## src/rtl/frame_pkg.sv

```systemverilog
// Frame geometry and capture-state encoding shared by the frame-memory
// write and read paths.
package frame_pkg;

    localparam int FRAME_W       = 320;
    localparam int FRAME_H       = 240;
    localparam int FRAME_PIXELS  = FRAME_W * FRAME_H;
    localparam int PIX_PER_BLOCK = 16;
    localparam int NUM_BLOCKS    = FRAME_PIXELS / PIX_PER_BLOCK;
    localparam int PIXEL_W       = 8;
    localparam int BLOCK_W       = PIXEL_W * PIX_PER_BLOCK;
    localparam int BLK_ADDR_W    = 13;
    localparam int PIX_ADDR_W    = 17;
    localparam int PIX_CNT_W     = PIX_ADDR_W;
    localparam int LANE_W        = $clog2(PIX_PER_BLOCK);

    typedef enum logic [1:0] {
        IDLE    = 2'd0,
        CAPTURE = 2'd1,
        DONE    = 2'd2
    } frameState_t;

    // Next block address, wrapping after the last block of the frame.
    function automatic logic [BLK_ADDR_W-1:0] nextBlkAddr(input logic [BLK_ADDR_W-1:0] addr);
        if (addr == BLK_ADDR_W'(NUM_BLOCKS - 1))
            return '0;
        return addr + 1'b1;
    endfunction

endpackage

```

## src/rtl/pixel_block_writer_packer.sv

```systemverilog
// Collects pixels into one memory word; the first pixel of a block ends up
// in the least-significant byte.
module pixel_packer
    import frame_pkg::*;
(
    input  logic               clk,
    input  logic               rst_n,
    input  logic               clear,
    input  logic               load,
    input  logic [PIXEL_W-1:0] pixData,
    output logic               blockFull,
    output logic [BLOCK_W-1:0] blockWord
);

    localparam int HOLD_W = BLOCK_W - PIXEL_W;

    logic [LANE_W-1:0] laneCnt;
    logic [LANE_W-1:0] laneEff;
    logic [HOLD_W-1:0] shiftReg;

    // A clear restarts the block at lane 0, even when a pixel loads together with it.
    assign laneEff   = clear ? '0 : laneCnt;
    assign blockFull = load && (laneEff == LANE_W'(PIX_PER_BLOCK - 1));
    assign blockWord = {pixData, shiftReg};

    always_ff @(posedge clk or negedge rst_n) begin
        if (!rst_n) begin
            laneCnt  <= '0;
            shiftReg <= '0;
        end else if (load) begin
            laneCnt  <= laneEff + 1'b1;
            shiftReg <= {pixData, shiftReg[HOLD_W-1:PIXEL_W]};
        end else if (clear) begin
            laneCnt  <= '0;
        end
    end

endmodule

```

## src/rtl/pixel_block_writer.sv

```systemverilog
// Packs the camera pixel stream into 16-pixel blocks and writes them to the
// frame BRAM, flagging frame completion and stream protocol errors.
module pixel_block_writer
    import frame_pkg::*;
(
    input  logic                  clk,
    input  logic                  rst_n,
    input  logic                  frame_start,
    input  logic                  pix_valid,
    input  logic [PIXEL_W-1:0]    pix_data,
    output logic                  wr_en,
    output logic [BLK_ADDR_W-1:0] wr_addr,
    output logic [BLOCK_W-1:0]    wr_data,
    output logic                  frame_done,
    output logic                  busy,
    output logic                  overflow,
    output logic                  short_frame
);

    localparam logic [PIX_CNT_W-1:0] LAST_PIX = PIX_CNT_W'(FRAME_PIXELS - 1);

    frameState_t           state;
    logic [PIX_CNT_W-1:0]  pixCnt;
    logic [PIX_CNT_W-1:0]  pixEff;
    logic [BLK_ADDR_W-1:0] blkAddr;
    logic [BLK_ADDR_W-1:0] blkEff;
    logic                  accept;
    logic                  restart;
    logic                  lastPix;
    logic                  blockFull;
    logic [BLOCK_W-1:0]    blockWord;

    // A restart inside CAPTURE takes effect on the same cycle so the
    // accompanying pixel becomes pixel 0 of the new frame.
    assign restart = frame_start && (state == CAPTURE);
    assign accept  = pix_valid && (state == CAPTURE);
    assign pixEff  = restart ? '0 : pixCnt;
    assign blkEff  = restart ? '0 : blkAddr;
    assign lastPix = accept && (pixEff == LAST_PIX);

    pixel_packer u_packer (
        .clk       (clk),
        .rst_n     (rst_n),
        .clear     (frame_start),
        .load      (accept),
        .pixData   (pix_data),
        .blockFull (blockFull),
        .blockWord (blockWord)
    );

    always_ff @(posedge clk or negedge rst_n) begin
        if (!rst_n) begin
            state       <= IDLE;
            pixCnt      <= '0;
            blkAddr     <= '0;
            wr_en       <= 1'b0;
            wr_addr     <= '0;
            wr_data     <= '0;
            frame_done  <= 1'b0;
            busy        <= 1'b0;
            overflow    <= 1'b0;
            short_frame <= 1'b0;
        end else begin
            wr_en      <= 1'b0;
            frame_done <= 1'b0;

            if (pix_valid && (state != CAPTURE))
                overflow <= 1'b1;

            case (state)
                IDLE: begin
                    if (frame_start) begin
                        state   <= CAPTURE;
                        busy    <= 1'b1;
                        pixCnt  <= '0;
                        blkAddr <= '0;
                    end
                end
                CAPTURE: begin
                    if (restart) begin
                        short_frame <= 1'b1;
                        pixCnt      <= '0;
                        blkAddr     <= '0;
                    end
                    if (accept)
                        pixCnt <= pixEff + 1'b1;
                    if (lastPix)
                        state <= DONE;
                end
                DONE: begin
                    frame_done <= 1'b1;
                    if (frame_start) begin
                        state   <= CAPTURE;
                        pixCnt  <= '0;
                        blkAddr <= '0;
                    end else begin
                        state <= IDLE;
                        busy  <= 1'b0;
                    end
                end
                default: begin
                    state <= IDLE;
                    busy  <= 1'b0;
                end
            endcase

            // Block write; the address update overrides the restart clear above.
            if (blockFull) begin
                wr_en   <= 1'b1;
                wr_addr <= blkEff;
                wr_data <= blockWord;
                blkAddr <= nextBlkAddr(blkEff);
            end
        end
    end

endmodule
```

## config.mk

```make
export PLATFORM = sky130hd
export DESIGN_NAME = pixel_block_writer
export DESIGN_NICKNAME = d
export VERILOG_FILES = /design/src/rtl/frame_pkg.sv /design/src/rtl/pixel_block_writer_packer.sv /design/src/rtl/pixel_block_writer.sv
export SDC_FILE = /design/constraint.sdc
export NUM_CORES = 1
export LEC_CHECK = 0
export ABC_AREA = 1
export CAP_MARGIN = 20
export CORE_AREA = 2 2 171 139
export CTS_CLUSTER_DIAMETER = 150
export DETAILED_ROUTE_END_ITERATION = 10
export DIE_AREA = 0 0 173 141
export HOLD_SLACK_MARGIN = 0.15
export PLACE_DENSITY = 0.81
export SYNTH_ARGS = -nofsm -noshare
export SYNTH_HDL_FRONTEND = slang
export SYNTH_SLANG_ARGS = --single-unit
```

## constraint.sdc

```tcl
create_clock -name clk -period 4.6 [get_ports clk]
set_input_delay 0.46 -clock clk [delete_from_list [all_inputs] [get_ports clk]]
set_output_delay 0.46 -clock clk [all_outputs]
set_load 0.05 [all_outputs]
```

==> results.toml <==
[status]
status = "finished, final reports clean"

[timing]
period_minus_slack_ns = 2.80
max_slew_margin_pct = 39.2
rsz0062_at_grt = "false"
setup_viol = 0
hold_viol = 0
period_share_pct = 61.0
worst_pin_slew_ns = 0.913
finalSetupTns_ns = 0
slew_violations = 0
fin_worst_skew_ns = 0.0134
fin_ws_ns = 1.80
clock.fmax_ghz = 0.357

[clock_tree]
clk_latency_ns = 0.54
cts_made_buffers = 29
clockRootBuffer = "clkbuf_16"
cts.sinks = 302
cts_buffer_depth = 3
clkTransAtPathRegs_ns = 0.06
cts_tree = "built"
htree_levels = 1

[layout]
fillers = 1845
syn_to_final_growth_pct = 21.3
design_area_mm2 = 0.0149
drive_above_1_share_pct = 5.53
final_net_count = 1497
diodes = 0

[critical_path]
crit_arrival_ns = 3.26
crit_required_ns = 5.05
worst_setup_path_start_kind = "flip-flop"
critPathCaptureType = "flip-flop"
path_class = "reg2reg"
cp_max_fo = 70

[synth]
synth.avg_cell_area_um2 = 9.10
ys_seq_area_share_pct = 61.5
synth_area_mm2 = 0.0123
syn_inst = 1350
syn-num-nets = 1365
synthArstFlopShare_pct = 100
ys_types = 37
ys_warn_count = 0
synth_edf_count = 0
ys_seq_elements = 302
synth-main-ff-cell = "dfrtp_1"

[route]
via_per_inst = 5.17
drtIter0Drc = 744
ant_nets = 0
vias = 9366
wire_per_inst_um = 15.2
firstDrtPassIters = 5
route.detailed.drc = 0
wirelength_um = 27500

[die]
start_util_pct = 53.7
die_w_um = 173
num_rows = 50
die_area_mm2 = 0.0244
ioPinCount = 158
core_area_mm2 = 0.0229
die_y_um = 141

[pwr]
intPower_mw = 4.27
p_sw_share_pct = 23.4
seq_power_share_pct = 52.2
power_density_mw_per_mm2 = 374
comb_power_share_pct = 5.9
ir_drop_uv = 296
p_leak_nw = 7.04
p_sw_mw = 1.30
clkPwrFrac_pct = 42.0

[global_routing]
grt_pass1_wl_um = 45500
grt.total_usage_pct = 22.6
antenna_found_initial = 0
overflow = 0
grt_pass1_vias = 8896
grt_max_degree = 131

[place]
dpl.hpwl_um = 18000
place.gp.congestion = 0.843
dpl-instance-area_mm2 = 0.0139
pre_cts_slack_ns = 1.31
io_buffers = 157

[min_path]
hp-class = "reg2reg"

[run]
maxCapViolCount = 0
-- sequential cells by signal, summed over array words and instances, names as in the netlist --
name,flops
wr_addr,13
busy,1
blkAddr,13
u_packer.laneCnt,4
frame_done,1
wr_en,1
overflow,1
state,2
u_packer.shiftReg,120
short_frame,1
pixCnt,17
wr_data,128
-- path summary, 6_finish.rpt --
kind | from | endpoint | slack [ns] | cells past startpoint
setup / recovery | state[0] | blkAddr[0] | 1.80 | 8
hold / removal | wr_data[126] | wr_data[126] | 0.47 | 2
setup reg to reg | state[0] | blkAddr[0] | 1.80 | 8
hold reg to reg | wr_data[126] | wr_data[126] | 0.47 | 2
max in group asynchronous | rst_n | state[0] | 2.79 | 3
min in group asynchronous | rst_n | wr_data[26] | 0.60 | 2
-- kinds of logic after synthesis --
| logic type | synth area share, % |
|---|---|
| compound gates | 11.0 |
| xor+xnor | 0.713 |
| fa+ha+maj | 0.306 |
| buf+inv | 7.59 |
| flops | 61.5 |
| simple gates | 18.9 |
-- cell type report --
| type | count | area [um2] | area share (%) |
|---|---|---|---|
| inverter | 138 | 526 | 3.53 |
| clock buffer | 39 | 823 | 5.52 |
| sequential | 302 | 7560 | 50.7 |
| clock inverter | 11 | 111 | 0.747 |
| tap | 312 | 390 | 2.62 |
| timing repair buffer | 169 | 1700 | 11.4 |
| multi-input combinational | 842 | 3800 | 25.5 |
-- critical path: stages (launching register included) --
cell	delay [ns]
dfrtp_1	0.48
nand2_4	0.19
nor2_8	0.05
inv_4	0.49
nor2_8	0.05
buf_4	0.34
nor2_1	0.72
a21oi_1	0.18
a21oi_1	0.20
-- cells in the final DEF (no fill, tap or decap), types with 2 or more instances in the layout --
| master | n |
|---|---|
| nand2_1 | 456 |
| o22ai_1 | 4 |
| nand2_2 | 4 |
| bufinv_16 | 2 |
| xnor2_1 | 4 |
| nor2_4 | 3 |
| nor2_2 | 4 |
| nand4_1 | 13 |
| buf_4 | 9 |
| nor2_8 | 2 |
| nor2_1 | 42 |
| inv_6 | 2 |
| nand3_1 | 32 |
| a21oi_1 | 21 |
| inv_2 | 3 |
| clkbuf_8 | 6 |
| inv_1 | 133 |
| dfrtp_1 | 302 |
| o21ai_1 | 52 |
| clkinv_2 | 7 |
| nor3_2 | 3 |
| o21ai_0 | 179 |
| clkdlybuf4s50_1 | 156 |
| ha_1 | 3 |
| clkbuf_16 | 29 |
| xor2_1 | 6 |
| clkbuf_1 | 4 |
| nor3_1 | 3 |
-- metal layers --
layer,vias up,wire length (um),global-route usage (%)
met4,0,420,4.50
li1,4518,-,-
met2,248,12900,35.9
met1,4563,12500,32.8
met3,37,1720,4.58
met5,-,0,0
-- Yosys cell counts (2+ instances only) --
| library cell | instances | area, um2 |
|---|---|---|
| nor2_1 | 42 | 158 |
| o21ai_1 | 52 | 260 |
| xor2_1 | 6 | 52.6 |
| inv_2 | 3 | 11.3 |
| clkbuf_1 | 21 | 78.8 |
| nor2_2 | 4 | 25.0 |
| buf_4 | 6 | 45.0 |
| a21oi_1 | 21 | 105 |
| xnor2_1 | 4 | 35.0 |
| ha_1 | 3 | 37.5 |
| nor3_2 | 3 | 30.0 |
| dfrtp_1 | 302 | 7560 |
| nand2_2 | 4 | 25.0 |
| nand2_1 | 456 | 1710 |
| nand4_1 | 13 | 81.3 |
| nor2_8 | 2 | 40.0 |
| o21ai_0 | 179 | 896 |
| nor3_1 | 3 | 15.0 |
| inv_4 | 2 | 12.5 |
| buf_6 | 13 | 146 |
| buf_2 | 27 | 135 |
| nand3_1 | 32 | 160 |
| nor2_4 | 3 | 33.8 |
| inv_1 | 133 | 499 |
| o22ai_1 | 4 | 25.0 |
-- power by group through the flow --
stage,combinational [mW],clock [mW],sequential [mW]
after floorplan,0.195,0,2.93
after global placement,0.311,0,2.95
after detailed placement,0.324,0,2.95
after CTS,0.331,2.38,2.91
after global routing,0.385,2.50,2.92
final,0.326,2.34,2.91
-- stage by stage --
step	total power, mW	instances	hold WS [ns]	util, %
floorplan	3.12	1350	0.164	-
global placement	3.26	1761	0.454	60.9
detailed placement	3.28	1761	0.457	60.9
CTS	5.62	1812	0.474	65.0
global route	5.81	1813	0.498	65.1
finish	5.57	1813	0.474	65.1
-- timing repair --
| item | in CTS | in global routing |
|---|---|---|
| hold buffers | 1 | 0 |
| hold endpoints to repair | 121 | 0 |
| resized for setup | 0 | 0 |
| buffers inserted | 0 | 0 |
No activity file was read; power rests on OpenSTA's default activity.
